<file path="config.mk">
export PLATFORM = sky130hd
export DESIGN_NAME = uart_cmd_selector
export DESIGN_NICKNAME = d
export VERILOG_FILES = /design/src/rtl/uart_cmd_selector.sv
export SDC_FILE = /design/constraint.sdc
export NUM_CORES = 1
export LEC_CHECK = 0
export BUFFER_PORTS_ARGS = -buffer_cell sky130_fd_sc_hd__buf_2
export CORE_MARGIN = 4
export CORE_UTILIZATION = 51
export CTS_CLUSTER_DIAMETER = 60
export DETAILED_ROUTE_END_ITERATION = 12
export PLACE_DENSITY = 0.83
export SLEW_MARGIN = 20
export SYNTH_ARGS = -nofsm -noshare
export SYNTH_HDL_FRONTEND = slang
export SYNTH_SLANG_ARGS = --single-unit
</file>
<file path="constraint.sdc">
create_clock -name i_Clock -period 3.2 [get_ports i_Clock]
set_input_delay 0.64 -clock i_Clock [delete_from_list [all_inputs] [get_ports i_Clock]]
set_output_delay 0.64 -clock i_Clock [all_outputs]
set_load 0.05 [all_outputs]
</file>
<file path="src/rtl/uart_cmd_selector.sv">
// uart_cmd_selector: two-byte UART command framer (address byte, then request byte) with device select and error reporting
module uart_cmd_selector #(
    parameter int DATA_W      = 8,
    parameter int NUM_DEV     = 4,
    parameter int BASE_ADDR   = 8'hC8,
    parameter int TIMEOUT_CYC = 50000
) (
    input  logic              i_Clock,
    input  logic              i_Rst,
    input  logic [DATA_W-1:0] i_Data,
    input  logic              i_Data_Done,
    input  logic              i_Ack,
    output logic [DATA_W-1:0] o_address,
    output logic [DATA_W-1:0] o_request,
    output logic [NUM_DEV-1:0] o_dev_sel,
    output logic              o_done,
    output logic              o_busy,
    output logic              o_err,
    output logic [1:0]        o_err_code
);
    localparam int CNT_W = (TIMEOUT_CYC > 2) ? $clog2(TIMEOUT_CYC) : 1;
    localparam logic [CNT_W-1:0] LAST = CNT_W'(TIMEOUT_CYC - 1);
    localparam logic [DATA_W:0] LO = BASE_ADDR[DATA_W:0];
    localparam logic [DATA_W:0] HI = LO + (DATA_W+1)'(NUM_DEV);

    typedef enum logic [1:0] {IDLE, WAIT_REQ, HOLD} state_t;

    state_t              state, state_n;
    logic [CNT_W-1:0]    cnt, cnt_n;
    logic [DATA_W-1:0]   addr_n, req_n;
    logic [NUM_DEV-1:0]  sel_n, sel_dec;
    logic                done_n, busy_n, err_n;
    logic [1:0]          code_n;
    logic                in_range;

    assign in_range = ({1'b0, i_Data} >= LO) && ({1'b0, i_Data} < HI);
    assign sel_dec  = NUM_DEV'(1) << (o_address - LO[DATA_W-1:0]);

    // next-state and next-output logic; every output is updated only through its register
    always_comb begin
        state_n = state;
        cnt_n   = cnt;
        addr_n  = o_address;
        req_n   = o_request;
        sel_n   = o_dev_sel;
        done_n  = o_done;
        busy_n  = o_busy;
        err_n   = 1'b0;
        code_n  = o_err_code;
        case (state)
            IDLE: begin
                if (i_Data_Done && in_range) begin
                    addr_n  = i_Data;
                    cnt_n   = '0;
                    busy_n  = 1'b1;
                    state_n = WAIT_REQ;
                end else if (i_Data_Done) begin
                    err_n  = 1'b1;
                    code_n = 2'b01;
                end
            end
            WAIT_REQ: begin
                if (i_Data_Done) begin
                    req_n   = i_Data;
                    done_n  = 1'b1;
                    sel_n   = sel_dec;
                    state_n = HOLD;
                end else if (cnt == LAST) begin
                    err_n   = 1'b1;
                    code_n  = 2'b10;
                    busy_n  = 1'b0;
                    state_n = IDLE;
                end else begin
                    cnt_n = cnt + CNT_W'(1);
                end
            end
            HOLD: begin
                if (i_Data_Done) begin
                    err_n  = 1'b1;
                    code_n = 2'b11;
                end
                if (i_Ack) begin
                    done_n  = 1'b0;
                    sel_n   = '0;
                    busy_n  = 1'b0;
                    state_n = IDLE;
                end
            end
            default: state_n = IDLE;
        endcase
    end

    // state and output registers with asynchronous clear
    always_ff @(posedge i_Clock or posedge i_Rst) begin
        if (i_Rst) begin
            state      <= IDLE;
            cnt        <= '0;
            o_address  <= '0;
            o_request  <= '0;
            o_dev_sel  <= '0;
            o_done     <= 1'b0;
            o_busy     <= 1'b0;
            o_err      <= 1'b0;
            o_err_code <= 2'b00;
        end else begin
            state      <= state_n;
            cnt        <= cnt_n;
            o_address  <= addr_n;
            o_request  <= req_n;
            o_dev_sel  <= sel_n;
            o_done     <= done_n;
            o_busy     <= busy_n;
            o_err      <= err_n;
            o_err_code <= code_n;
        end
    end
endmodule

</file>
* Yosys cells after proc, flatten, opt, wreduce, memory -nomap -nowiden
Cells that the tools add are included.
** Storage, ports and cells
- Register bits :: 43
- Bits of input ports :: 12
- Output and inout bits :: 25
- Word-level logic and storage cells :: 70
** Operators by class
- Add/subtract/negate cells :: 2
- Magnitude comparators :: 2
- Equal/unequal tests :: 13
- Shift-type cells :: 1
- Multiplexer cells :: 30
- Reductions and logical operators :: 13
** Operators with widths (count)
- $mux 16 :: 3
- $pmux 16 s2 :: 1
- $mux 2 :: 9
- $ne 2x2->1 const B :: 9
- $add 16x1->16 const B :: 1
- $eq 16x16->1 const B :: 1
- $pmux 2 s3 :: 2
- $mux 1 :: 9
- $ge 8x8->1 const B :: 1
- $lt 8x8->1 const B :: 1
- $mux 4 :: 2
- $pmux 4 s2 :: 1
- $shl 1x8->4 const A :: 1
- $sub 8x8->8 const B :: 1
- $pmux 1 s3 :: 2
- $reduce_and 3->1 :: 2
- $reduce_and 6->1 :: 1
- $reduce_and 5->1 :: 1
- $reduce_and 2->1 :: 2
- $reduce_and 4->1 :: 1
- $reduce_bool 2->1 :: 2
- $ne 3x3->1 const B :: 1
- $reduce_bool 3->1 :: 1
- $eq 2x1->1 const B :: 1
- 4 further kinds :: 5

* Logic depth before layout (Yosys ltp)
Gate-level depths: netlist of run 1.
- Depth in word-level cells :: 5
- Depth in mapped cells :: 7
- Gate-level depth less buffers :: 6

* Least setup slack after synthesis of run 1
No wires, ideal clock.
- Path kind :: reg2reg
- Start :: register state[0]
- End :: register cnt[13]
- Setup time :: 0.078 ns
- Arrival time :: 2.222 ns
- Required time :: 3.122 ns
- Setup slack :: 0.900 ns
- Cell stages (with the launch flop) :: 8
- Path buffers :: 1
- Clock period less this slack :: 2.300 ns
- Path through :: dfrtp_1 -> inv_1 -> ha_1 -> or3b_4 -> or3_1 -> buf_2 -> or4_1 -> a21oi_1
** Between the ends
- Longest elaborated chain between the ends :: 3
- Elaborated cells between the ends (all ways) :: 8
- Those cells by class :: eq/ne: 4; mux: 1; reduce/logical: 3
** RTL lines
- start, declared :: RTL line 28 : state_t state, state_n;
- start signal, assigned :: RTL line 106 : state <= state_n;
- $eq 2x1->1 or $logic_not 2->1 (tied branches) :: RTL line 50 : case (state)
- $ne 2x2->1 (no line) or $reduce_bool 2->1 (tied branches)
- $reduce_and 4->1 (no line)
- end signal, assigned :: RTL line 107 : cnt <= cnt_n;
- end, declared :: RTL line 29 : logic [CNT_W-1:0] cnt, cnt_n;
Several ways; a longest one is shown, not always the timed one.
A chain may end at the register's enable or synchronous reset.

* Worst setup path after layout of run 1
- Start :: register state[1]
- End :: register cnt[15]
The elaborated chain is that of the path after synthesis.

==> impl_results.rst, run 1 <==
.. list-table::
   :header-rows: 1

   * - Metric
     - Value
   * - Worst r2r path cells
     - 6
   * - Number of search-and-repair iterations in the first detailed-routing pass
     - 4
   * - Normalized max-slew margin
     - 0.527
   * - Worst Clk Skew
     - 0.00772 ns
   * - Post-CTS Setup Repair Bufs
     - 0
   * - Vias
     - ~1700
   * - Number of buffer and inverter stages on the critical path
     - 1
   * - I/O pin count
     - 37
   * - Core area
     - 0.00403 mm2
   * - Complex-gate fraction of the synthesized area
     - 0.118
   * - TritonCTS Buffers
     - 5
   * - Cell breakdown of the critical path
     - inv_1, ha_1, or3b_4, or3_1, or4_1, a21oi_1
   * - # nets final
     - 258
   * - Main combinational cell family by area after synthesis
     - simple AND/OR/NAND/NOR gates
   * - Reg2Reg Capture Point
     - cnt[15]
   * - Count of H-tree levels built during CTS
     - 2
   * - Skew-Pair Late Insertion Delay
     - about 0.3 ns
   * - Yosys warns
     - 0
   * - Post-Syn Instances
     - ~200
   * - Final WS setup
     - around 0.60 ns
   * - Sequential fraction of the synthesis area
     - 0.503
   * - Flop pwr share
     - 0.382
   * - Synth Area in Adders
     - 0.0351
   * - Measured slew at the worst slew-check pin
     - 0.707 ns
   * - Area growth from synthesis to final layout
     - 15.9%
   * - Unrepaired setup endpoints after global routing
     - no
   * - Net Count, Synth
     - about 220
   * - CP Data Arrival Time
     - around 2.8 ns
   * - Total power per unit cell area
     - roughly 770 mW/mm2
   * - VDD IR max
     - ~0.6 mV
   * - Chip height
     - 72.8 um
   * - Hold/Removal Path Class
     - input port to async pin
   * - Number of global-route vias before repair
     - ~1600
   * - CTS tree
     - done
   * - Area of the die
     - roughly 0.0053 mm2
   * - Data required time of the critical path
     - about 3.4 ns
   * - Simple logic cell fraction of the synthesized area
     - 0.223
   * - Crit share post-route
     - 0.813
   * - Total detailed-routing wirelength
     - 4340 um
   * - Mean instance size in the synthesized netlist
     - 10.6 um2
   * - Count of flip-flops with a built-in enable after synthesis
     - 0
   * - Part of the power in combinational logic
     - 0.398
   * - Tot GR Track Use
     - 0.180
   * - Flops & latches, synth
     - 43
   * - Starting Density
     - 0.531
   * - Post_cts resized
     - 0
   * - Sort of element at the end of the critical path
     - flop
   * - Delay of the slowest cell on the worst path
     - approximately 0.50 ns
   * - Number of pins with negative max-slew slack in the final report
     - 0
   * - Xor and xnor fraction of the mapped netlist area
     - 0.0205
   * - Number of library cell types mapped by synthesis
     - between 40 and 50
   * - Leakage power total
     - roughly 1.1 nW
   * - Number of clock sinks
     - 43
   * - Aggregate global routing overflow
     - 0
   * - Post-Place Worst Slack
     - about 0.62 ns
   * - Worst path top cell family by delay
     - simple AND/OR/NAND/NOR gates
   * - Critical path peak fanout
     - 13
   * - Total standard cell area after synthesis
     - roughly 0.0021 mm2
   * - Gp weighted congestion
     - approximately 0.88
   * - DRC marker count from the first detailed-route iteration
     - between 100 and 150
   * - Final cell count without fillers
     - around 290
   * - Internal
     - 1.12 mW
   * - Post-route core utilization
     - 0.616
   * - Maximum count of clock buffers along a single path
     - 2
   * - Outcome
     - finished, final reports clean
   * - Placed cells
     - 283
   * - Launch instance of the worst register-to-register path
     - state[1]
   * - Switching portion of total power
     - 0.416
   * - Critical path class
     - flop to flop
   * - Number of hold buffers added after CTS
     - 0
   * - Average wire per standard cell
     - roughly 15 um
   * - Die boundary width
     - about 73 um
   * - Sw power
     - about 0.8 mW
   * - Setup-failing EPs final
     - 0
   * - Cell with the largest stage delay on the worst path
     - or4_1
   * - First-pass GRT wire length
     - roughly 7400 um
   * - Count of max-cap constraint violations
     - 0
   * - Share of layout cells above drive strength 1
     - 0.274
   * - Clock root cell
     - clkbuf_8
   * - Share of synthesized registers carrying an async set or reset
     - 1.00
   * - Clock slew at reported path FFs
     - around 0.08 ns
   * - Dpl hpwl
     - between 3000 and 4000 um
   * - Final Hold Fails
     - 0
   * - Final total negative setup slack
     - 0 ns
   * - Initial antenna violation count
     - 0
   * - Share of power burned in the clock network
     - 0.221
   * - Std cell rows
     - 23
   * - DRC violations left
     - 0
   * - Most common flop cell mapped by yosys
     - dfrtp_1
   * - Fraction of synthesized area in multiplexers
     - 0.0673
   * - Final worst path period need
     - approximately 2.6 ns
   * - Diodes inserted
     - 0
   * - Pin count of the biggest net entering global routing
     - 44
   * - Number of buffer cells added on primary ports
     - 36
   * - Internal reg-to-reg setup slack
     - 0.60 ns
   * - Tot Pwr
     - 1.91 mW
   * - Worst setup SP type
     - flop
   * - Vias per Instance
     - approximately 5.7
   * - Number of nets still failing antenna checks after routing
     - 0
   * - Highest clock rate
     - about 380 MHz
## layout by cell type (no fill, tap or decap), types with 6 or more instances in the layout
cell / instances
nand2_1: 16
inv_1: 9
nand2b_1: 6
ha_1: 6
buf_2: 36
o21ai_0: 11
or3_1: 7
dfrtp_1: 43
nor2_1: 7
nand4_1: 6
mux2_2: 11
a21oi_1: 9
## metal layers
layer  wire length (um)  up-vias  global-route usage
met5                  0        -                   0
met4                104        0              0.0861
met3                224       11              0.0427
met2               2010       43               0.271
met1               2000      795               0.244
li1                   -      818                   -
## flip-flops by register name (all words and copies together), names as in the netlist
register    flops
o_address       8
state           2
o_busy          1
o_done          1
o_request       8
cnt            16
o_err_code      2
o_dev_sel       4
o_err           1
## worst min-delay path: cells and delay by family
family | cells | cell delay [ns]
buf+inv | 3 | 0.58
## cell type report
cell class,count,area [um2]
inverters,9,33.8
clock buffers,5,68.8
multi-input cells,142,992
fillers,341,1550
clock inverters,3,43.8
repair buffers,39,203
well taps,50,62.6
flip-flops and latches,43,1080
## cell usage after synthesis, types with 2 or more instances
library cell  number  area, um2
dfrtp_1           43       1080
nand2_1           16       60.1
mux2_2            11        124
o21ai_0           11       55.1
a21oi_1            9       45.0
inv_1              9       33.8
nor2_1             7       26.3
or3_1              7       43.8
ha_1               6       75.1
nand2b_1           6       37.5
nand4_1            6       37.5
clkbuf_1           5       18.8
nor2b_1            5       31.3
nor4_1             5       31.3
nand3_1            4       20.0
nor3_1             3       15.0
nor4bb_1           3       30.0
o211ai_1           3       22.5
o311ai_0           3       26.3
o31ai_1            3       22.5
or2_2              3       18.8
or4_1              3       22.5
xor2_1             3       26.3
a41oi_1            2       17.5
and3_1             2       12.5
mux2i_1            2       20.0
nand4bb_1          2       22.5
xnor2_1            2       17.5
## kinds of logic (layout without fill, tap and decap cells)
logic type / count (synthesis) / count (layout)
flip-flops: 43 / 43
multiplexers: 13 / 13
adder cells (fa/ha/maj): 6 / 6
buffers and inverters: 16 / 56
AO/OA/AOI/OAI: 38 / 38
AND/OR/NAND/NOR: 80 / 80
XOR/XNOR: 5 / 5
## power by group through the flow
stage	clock network, mW	registers [mW]	logic, mW
5_1_grt	0.460	0.743	0.820
2_1_floorplan	0	1.02	0.312
3_3_place_gp	0	0.733	0.749
3_5_place_dp	0	0.739	0.760
6_report	0.422	0.730	0.761
4_1_cts	0.431	0.729	0.763
## worst max path at each step
stage / end / start / slack, ns / cells after the start
global route: cnt[15] / state[1] / 0.42 / 6
global placement: cnt[15] / state[1] / 0.70 / 6
CTS: cnt[15] / state[1] / 0.59 / 6
finish: cnt[15] / state[1] / 0.60 / 6
floorplan: cnt[13] / state[0] / 0.90 / 7
detailed placement: cnt[13] / state[1] / 0.62 / 6
## per-stage QoR
step / cell area [um2] / hold slack, ns
final: 2480 / 0.462
after global routing: 2480 / 0.528
after CTS: 2480 / 0.479
after detailed placement: 2370 / 0.473
after floorplan: 2140 / 0.467
after global placement: 2370 / 0.461
(Power assumes the default switching activity.)
==> run 2: changes to the inputs <==
==> constraint.sdc (replaced) <==
create_clock -name i_Clock -period 2.6 [get_ports i_Clock]
set_input_delay 0.52 -clock i_Clock [delete_from_list [all_inputs] [get_ports i_Clock]]
set_output_delay 0.52 -clock i_Clock [all_outputs]
set_load 0.05 [all_outputs]
==> impl_results.rst, run 2 (synthesized netlist as in run 1, its figures left out) <==
.. list-table::
   :header-rows: 1

   * - Metric
     - Value
   * - Outcome
     - finished, final reports clean (unchanged)
   * - Final worst path period need
     - 2.45 ns (was 2.60 ns)
   * - Aggregate global routing overflow
     - 0 (unchanged)
   * - Starting Density
     - 0.531 (unchanged)
   * - Count of max-cap constraint violations
     - 0 (unchanged)
   * - Hold/Removal Path Class
     - input port to async pin (unchanged)
   * - Number of clock sinks
     - 43 (unchanged)
   * - Placed cells
     - 286 (was 283)
   * - VDD IR max
     - 0.828 mV (was 0.584 mV)
   * - Tot Pwr
     - 2.26 mW (was 1.91 mW)
   * - Share of layout cells above drive strength 1
     - 0.283 (was 0.274)
   * - Number of buffer cells added on primary ports
     - 36 (unchanged)
   * - Tot GR Track Use
     - 0.179 (was 0.180)
   * - Total power per unit cell area
     - 913 mW/mm2 (was 771 mW/mm2)
   * - Worst Clk Skew
     - 0.00791 ns (was 0.00772 ns)
   * - Top flop regs
     - cnt x16, o_address x8, o_request x8 (unchanged)
   * - Setup-failing EPs final
     - 0 (unchanged)
   * - CTS tree
     - done (unchanged)
   * - Flop pwr share
     - 0.397 (was 0.382)
   * - Vias per Instance
     - 5.85 (was 5.73)
   * - Die boundary width
     - 72.8 um (unchanged)
   * - Number of search-and-repair iterations in the first detailed-routing pass
     - 4 (unchanged)
   * - Area of the die
     - 0.00530 mm2 (unchanged)
   * - Switching portion of total power
     - 0.432 (was 0.416)
   * - Diodes inserted
     - 0 (unchanged)
   * - Post-Route M1 WL
     - 2060 um (was 2000 um)
   * - Initial antenna violation count
     - 0 (unchanged)
   * - Data required time of the critical path
     - 2.82 ns (was 3.43 ns)
   * - Number of pins with negative max-slew slack in the final report
     - 0 (unchanged)
   * - Final Hold Fails
     - 0 (unchanged)
   * - Internal reg-to-reg setup slack
     - 0.15 ns (was 0.60 ns)
   * - Commonest cells after routing, fill and taps aside
     - 43 x dfrtp_1, 36 x buf_2, 16 x nand2_1 (unchanged)
   * - Worst r2r path cells
     - 6 (unchanged)
   * - Core area
     - 0.00403 mm2 (unchanged)
   * - Pin count of the biggest net entering global routing
     - 44 (unchanged)
   * - Sw power
     - 0.977 mW (was 0.796 mW)
   * - Max reg flops
     - 16 (unchanged)
   * - Leading cell type in the layout, fill and taps excluded
     - dfrtp_1 (unchanged)
   * - Total detailed-routing wirelength
     - 4420 um (was 4340 um)
   * - Most flop-heavy register
     - cnt (unchanged)
   * - Area post-placement
     - 0.00239 mm2 (was 0.00237 mm2)
   * - DRC violations left
     - 0 (unchanged)
   * - Reg2Reg Capture Point
     - cnt[15] (unchanged)
   * - Clock root cell
     - clkbuf_8 (unchanged)
   * - Skew-Pair Late Insertion Delay
     - 0.30 ns (about the same)
   * - Critical path class
     - flop to flop (unchanged)
   * - Crit share post-route
     - 0.942 (was 0.813)
   * - Gp weighted congestion
     - 0.852 (was 0.879)
   * - Number of nets still failing antenna checks after routing
     - 0 (unchanged)
   * - Destination of the critical timing path
     - cnt[15] (unchanged)
   * - TritonCTS Buffers
     - 5 (unchanged)
   * - Final cell count without fillers
     - 294 (was 291)
   * - Final total negative setup slack
     - 0 ns (unchanged)
   * - Count of H-tree levels built during CTS
     - 2 (unchanged)
   * - Dpl hpwl
     - 3280 um (was 3130 um)
   * - Post-CTS Setup Repair Bufs
     - 0 (unchanged)
   * - Chip height
     - 72.8 um (unchanged)
   * - Area growth from synthesis to final layout
     - 15.8% (was 15.9%)
   * - Post_cts resized
     - 0 (unchanged)
   * - Crit path from
     - state[0] (was state[1])
   * - First-pass GRT wire length
     - 7380 um (was 7400 um)
   * - Number of global-route vias before repair
     - 1585 (was 1628)
   * - Critical path peak fanout
     - 7 (was 13)
   * - Sort of element at the end of the critical path
     - flop (unchanged)
   * - Smallest hold slack
     - 0.353 ns (was 0.462 ns)
   * - Amount of wire on met3 after detailed routing
     - 188 um (was 224 um)
   * - Worst setup SP type
     - flop (unchanged)
   * - Leakage power total
     - 1.14 nW (about the same)
   * - CP Data Arrival Time
     - 2.67 ns (was 2.83 ns)
   * - Measured slew at the worst slew-check pin
     - 0.580 ns (was 0.707 ns)
   * - Met2 WL
     - 2100 um (was 2010 um)
   * - Part of the power in combinational logic
     - 0.421 (was 0.398)
   * - Number of hold buffers added after CTS
     - 0 (unchanged)
   * - Unrepaired setup endpoints after global routing
     - no (unchanged)
   * - Maximum count of clock buffers along a single path
     - 2 (unchanged)
   * - DRC marker count from the first detailed-route iteration
     - 81 (was 105)
   * - Top Layer Used
     - met4 (unchanged)
   * - Highest clock rate
     - 408 MHz (was 385 MHz)
   * - Launch instance of the worst register-to-register path
     - state[0] (was state[1])
   * - Share of power burned in the clock network
     - 0.182 (was 0.221)
   * - # nets final
     - 261 (was 258)
   * - Internal
     - 1.29 mW (was 1.12 mW)
   * - Average wire per standard cell
     - 15.0 um (was 14.9 um)
   * - Layout Cell Area excl Fill
     - 0.00248 mm2 (about the same)
   * - Std cell rows
     - 23 (unchanged)
   * - Clock slew at reported path FFs
     - 0.08 ns (about the same)
   * - Normalized max-slew margin
     - 0.610 (was 0.527)
   * - Vias
     - 1719 (was 1667)
   * - I/O pin count
     - 37 (unchanged)
## run 2: power by group through the flow
| stage | Sequential [mW] | Combinational [mW] | Clock, mW |
|---|---|---|---|
| 2_1_floorplan | 1.26 | 0.384 | 0 |
| 3_3_place_gp | 0.903 | 0.937 | 0 |
| 3_5_place_dp | 0.911 | 0.952 | 0 |
| 4_1_cts | 0.899 | 0.955 | 0.425 |
| 5_1_grt | 0.918 | 1.02 | 0.461 |
| 6_report | 0.897 | 0.952 | 0.413 |
## run 2: worst min-delay path by stage
stage / from / endpoint / slack [ns] / depth (start not counted)
global route: i_Rst / o_done / 0.40 / 3
floorplan: cnt[3] / cnt[3] / 0.47 / 1
CTS: i_Rst / o_request[3] / 0.36 / 3
global placement: o_dev_sel[2] / o_dev_sel[2] / 0.46 / 2
detailed placement: o_dev_sel[2] / o_dev_sel[2] / 0.47 / 2
finish: i_Rst / o_done / 0.35 / 3
## run 2: metal layers
| metal | global-route usage | vias up |
|---|---|---|
| li1 | - | 826 |
| met1 | 0.243 | 839 |
| met2 | 0.278 | 47 |
| met3 | 0.0427 | 7 |
| met4 | 0.0676 | 0 |
| met5 | 0 | - |
## run 2: worst max-delay path, cell delays in order (launching register included)
cell and delay, ns:
dfrtp_1 0.44, inv_1 0.09, ha_1 0.28, or3b_4 0.42, or3_1 0.49, or4_1 0.50, a21oi_1 0.15
## run 2: per-stage QoR
| step | setup WS [ns] | util |
|---|---|---|
| floorplan | 0.300 | - |
| global placement | 0.255 | 0.593 |
| detailed placement | 0.179 | 0.593 |
| CTS | 0.163 | 0.615 |
| global route | 0.0123 | 0.615 |
| finish | 0.150 | 0.615 |
## run 2: area by class of cell
cell class                      instances  area, um2
Timing Repair Buffer                   42        225
Inverter                                9       33.8
Sequential cell                        43       1080
Fill cell                             322       1550
Tap cell                               50       62.6
Multi-Input combinational cell        142        992
Clock buffer                            5       68.8
Clock inverter                          3       20.0
==> run 3: changes to the inputs <==
--- a/config.mk
+++ b/config.mk
@@ -10,6 +10,7 @@
 export CORE_UTILIZATION = 51
 export CTS_CLUSTER_DIAMETER = 60
 export DETAILED_ROUTE_END_ITERATION = 12
+export GPL_TIMING_DRIVEN = 0
 export PLACE_DENSITY = 0.83
 export SLEW_MARGIN = 20
 export SYNTH_ARGS = -nofsm -noshare
==> impl_results.rst, run 3 (synthesized netlist as in run 1, its figures left out) <==
.. list-table::
   :header-rows: 1

   * - Metric
     - Value
   * - Outcome
     - finished, final reports clean (unchanged)
   * - Crit share post-route
     - 0.937 (was 0.942)
   * - Tot GR Track Use
     - 0.181 (was 0.179)
   * - Area growth from synthesis to final layout
     - 16.9% (was 15.8%)
   * - Share of layout cells above drive strength 1
     - 0.280 (was 0.283)
   * - Number of buffer cells added on primary ports
     - 36 (unchanged)
   * - Placed cells
     - 288 (was 286)
   * - Initial antenna violation count
     - 0 (unchanged)
   * - Std cell rows
     - 23 (unchanged)
   * - Commonest cells after routing, fill and taps aside
     - 42 x dfrtp_1, 37 x buf_2, 16 x nand2_1 (was 43 x dfrtp_1, 36 x buf_2, 16 x nand2_1)
   * - Total detailed-routing wirelength
     - 4330 um (was 4420 um)
   * - DRC marker count from the first detailed-route iteration
     - 119 (was 81)
   * - Count of H-tree levels built during CTS
     - 2 (unchanged)
   * - Data required time of the critical path
     - 2.82 ns (about the same)
   * - Normalized max-slew margin
     - 0.379 (was 0.610)
   * - Final Hold Fails
     - 0 (unchanged)
   * - Core area
     - 0.00403 mm2 (unchanged)
   * - Unrepaired setup endpoints after global routing
     - no (unchanged)
   * - Highest clock rate
     - 410 MHz (was 408 MHz)
   * - Internal reg-to-reg setup slack
     - 0.16 ns (was 0.15 ns)
   * - Vias per Instance
     - 5.69 (was 5.85)
   * - Smallest hold slack
     - 0.247 ns (was 0.353 ns)
   * - CTS tree
     - done (unchanged)
   * - Aggregate global routing overflow
     - 0 (unchanged)
   * - # nets final
     - 263 (was 261)
   * - Setup-failing EPs final
     - 0 (unchanged)
   * - Total power per unit cell area
     - 909 mW/mm2 (was 913 mW/mm2)
   * - I/O pin count
     - 37 (unchanged)
   * - Most flop-heavy register
     - cnt (unchanged)
   * - Worst Clk Skew
     - 0.00498 ns (was 0.00791 ns)
   * - Clock slew at reported path FFs
     - 0.08 ns (about the same)
   * - Chip height
     - 72.8 um (unchanged)
   * - Post-Place Worst Slack
     - 0.0939 ns (was 0.179 ns)
   * - Gp weighted congestion
     - 0.825 (was 0.852)
   * - Diodes inserted
     - 0 (unchanged)
   * - Final WS setup
     - 0.164 ns (was 0.150 ns)
   * - Number of hold buffers added after CTS
     - 0 (unchanged)
   * - VDD IR max
     - 0.598 mV (was 0.828 mV)
   * - Critical path class
     - flop to flop (unchanged)
   * - Leakage power total
     - 1.13 nW (was 1.14 nW)
   * - Number of clock sinks
     - 43 (unchanged)
   * - Critical path peak fanout
     - 7 (unchanged)
   * - Total area of sequential cells
     - 0.00108 mm2 (about the same)
   * - Area of the die
     - 0.00530 mm2 (unchanged)
   * - First-pass GRT wire length
     - 7530 um (was 7380 um)
   * - Worst setup SP type
     - flop (unchanged)
   * - Final cell count without fillers
     - 296 (was 294)
   * - Measured slew at the worst slew-check pin
     - 0.924 ns (was 0.580 ns)
   * - Die boundary width
     - 72.8 um (unchanged)
   * - Number of global-route vias before repair
     - 1623 (was 1585)
   * - Dpl hpwl
     - 3260 um (was 3280 um)
   * - Reg2Reg Capture Point
     - cnt[15] (unchanged)
   * - Final worst path period need
     - 2.44 ns (was 2.45 ns)
   * - Hold/Removal Path Class
     - input port to async pin (unchanged)
   * - Top flop regs
     - cnt x16, o_address x8, o_request x8 (unchanged)
   * - DRC violations left
     - 0 (unchanged)
   * - Final total negative setup slack
     - 0 ns (unchanged)
   * - Sort of element at the end of the critical path
     - flop (unchanged)
   * - Maximum count of clock buffers along a single path
     - 2 (unchanged)
   * - Clock root cell
     - clkbuf_8 (unchanged)
   * - Count of max-cap constraint violations
     - 0 (unchanged)
   * - Starting Density
     - 0.531 (unchanged)
   * - Number of nets still failing antenna checks after routing
     - 0 (unchanged)
   * - Pin count of the biggest net entering global routing
     - 23 (was 44)
   * - Number of search-and-repair iterations in the first detailed-routing pass
     - 4 (unchanged)
   * - Launch instance of the worst register-to-register path
     - state[1] (was state[0])
   * - Average wire per standard cell
     - 14.6 um (was 15.0 um)
   * - Number of pins with negative max-slew slack in the final report
     - 0 (unchanged)
   * - Worst r2r path cells
     - 7 (was 6)
   * - Skew-Pair Late Insertion Delay
     - 0.29 ns (was 0.30 ns)
   * - CP Data Arrival Time
     - 2.65 ns (was 2.67 ns)
   * - Leading cell type in the layout, fill and taps excluded
     - dfrtp_1 (unchanged)
   * - Vias
     - 1683 (was 1719)
   * - Count of filler cells inserted in the layout
     - 352 (was 322)
   * - Multi-input gate area
     - 997 um2 (was 992 um2)
   * - TritonCTS Buffers
     - 5 (unchanged)
   * - Max reg flops
     - 16 (unchanged)
## run 3: changes by cell type in the layout (fill, tap and decap cells not counted), sizes merged
cell	previous run	this run
clkbuf	5	12
buf	42	38
clkinvlp	2	1
## run 3: routing by layer
metal / vias up / global-route usage / wire [um]
met4: 0 / 0.0779 / 97
met3: 7 / 0.0331 / 193
li1: 826 / - / -
met2: 43 / 0.281 / 2060
met5: - / 0 / 0
met1: 807 / 0.249 / 1980
## run 3: report_power, final
part / leakage, nW / internal, mW / switching [mW]
clock network: 0.0412 / 0.188 / 0.219
logic: 0.528 / 0.306 / 0.662
registers: 0.563 / 0.807 / 0.0927
## run 3: repair_timing
action | 4_1_cts | 5_1_grt
endpoints found under the setup margin | 0 | 2
buffers inserted | 0 | 0
resized for setup | 0 | 3
## run 3: final cells by class
cell class | instances | area share
buffer | 7 | 0.0150
clock buffer | 6 | 0.0290
clock inverter | 2 | 0.00500
inverter | 9 | 0.0135
multi-input combinational | 142 | 0.399
sequential | 43 | 0.431
tap | 50 | 0.0250
timing repair buffer | 37 | 0.0830
## run 3: critical path: stages, from the launching register on
cell     delay [ns]
dfrtp_1        0.42
inv_1          0.14
ha_2           0.23
or3b_4         0.41
or3_1          0.37
buf_2          0.17
or4_1          0.48
a21oi_1        0.16
## run 3: worst max path at each step
stage              from  endpoint  slack, ns
2_1_floorplan  state[0]   cnt[13]       0.30
3_3_place_gp   state[0]   cnt[15]       0.18
3_5_place_dp   state[0]   cnt[15]       0.09
4_1_cts        state[0]   cnt[15]       0.08
5_1_grt        state[1]   cnt[15]       0.02
6_report       state[1]   cnt[15]       0.16
## run 3: through the flow
step | area, um2 | util | power, mW
CTS | 2490 | 0.619 | 2.28
floorplan | 2140 | - | 1.65
global route | 2500 | 0.621 | 2.41
global placement | 2380 | 0.591 | 1.84
detailed placement | 2410 | 0.598 | 1.88
finish | 2500 | 0.621 | 2.27
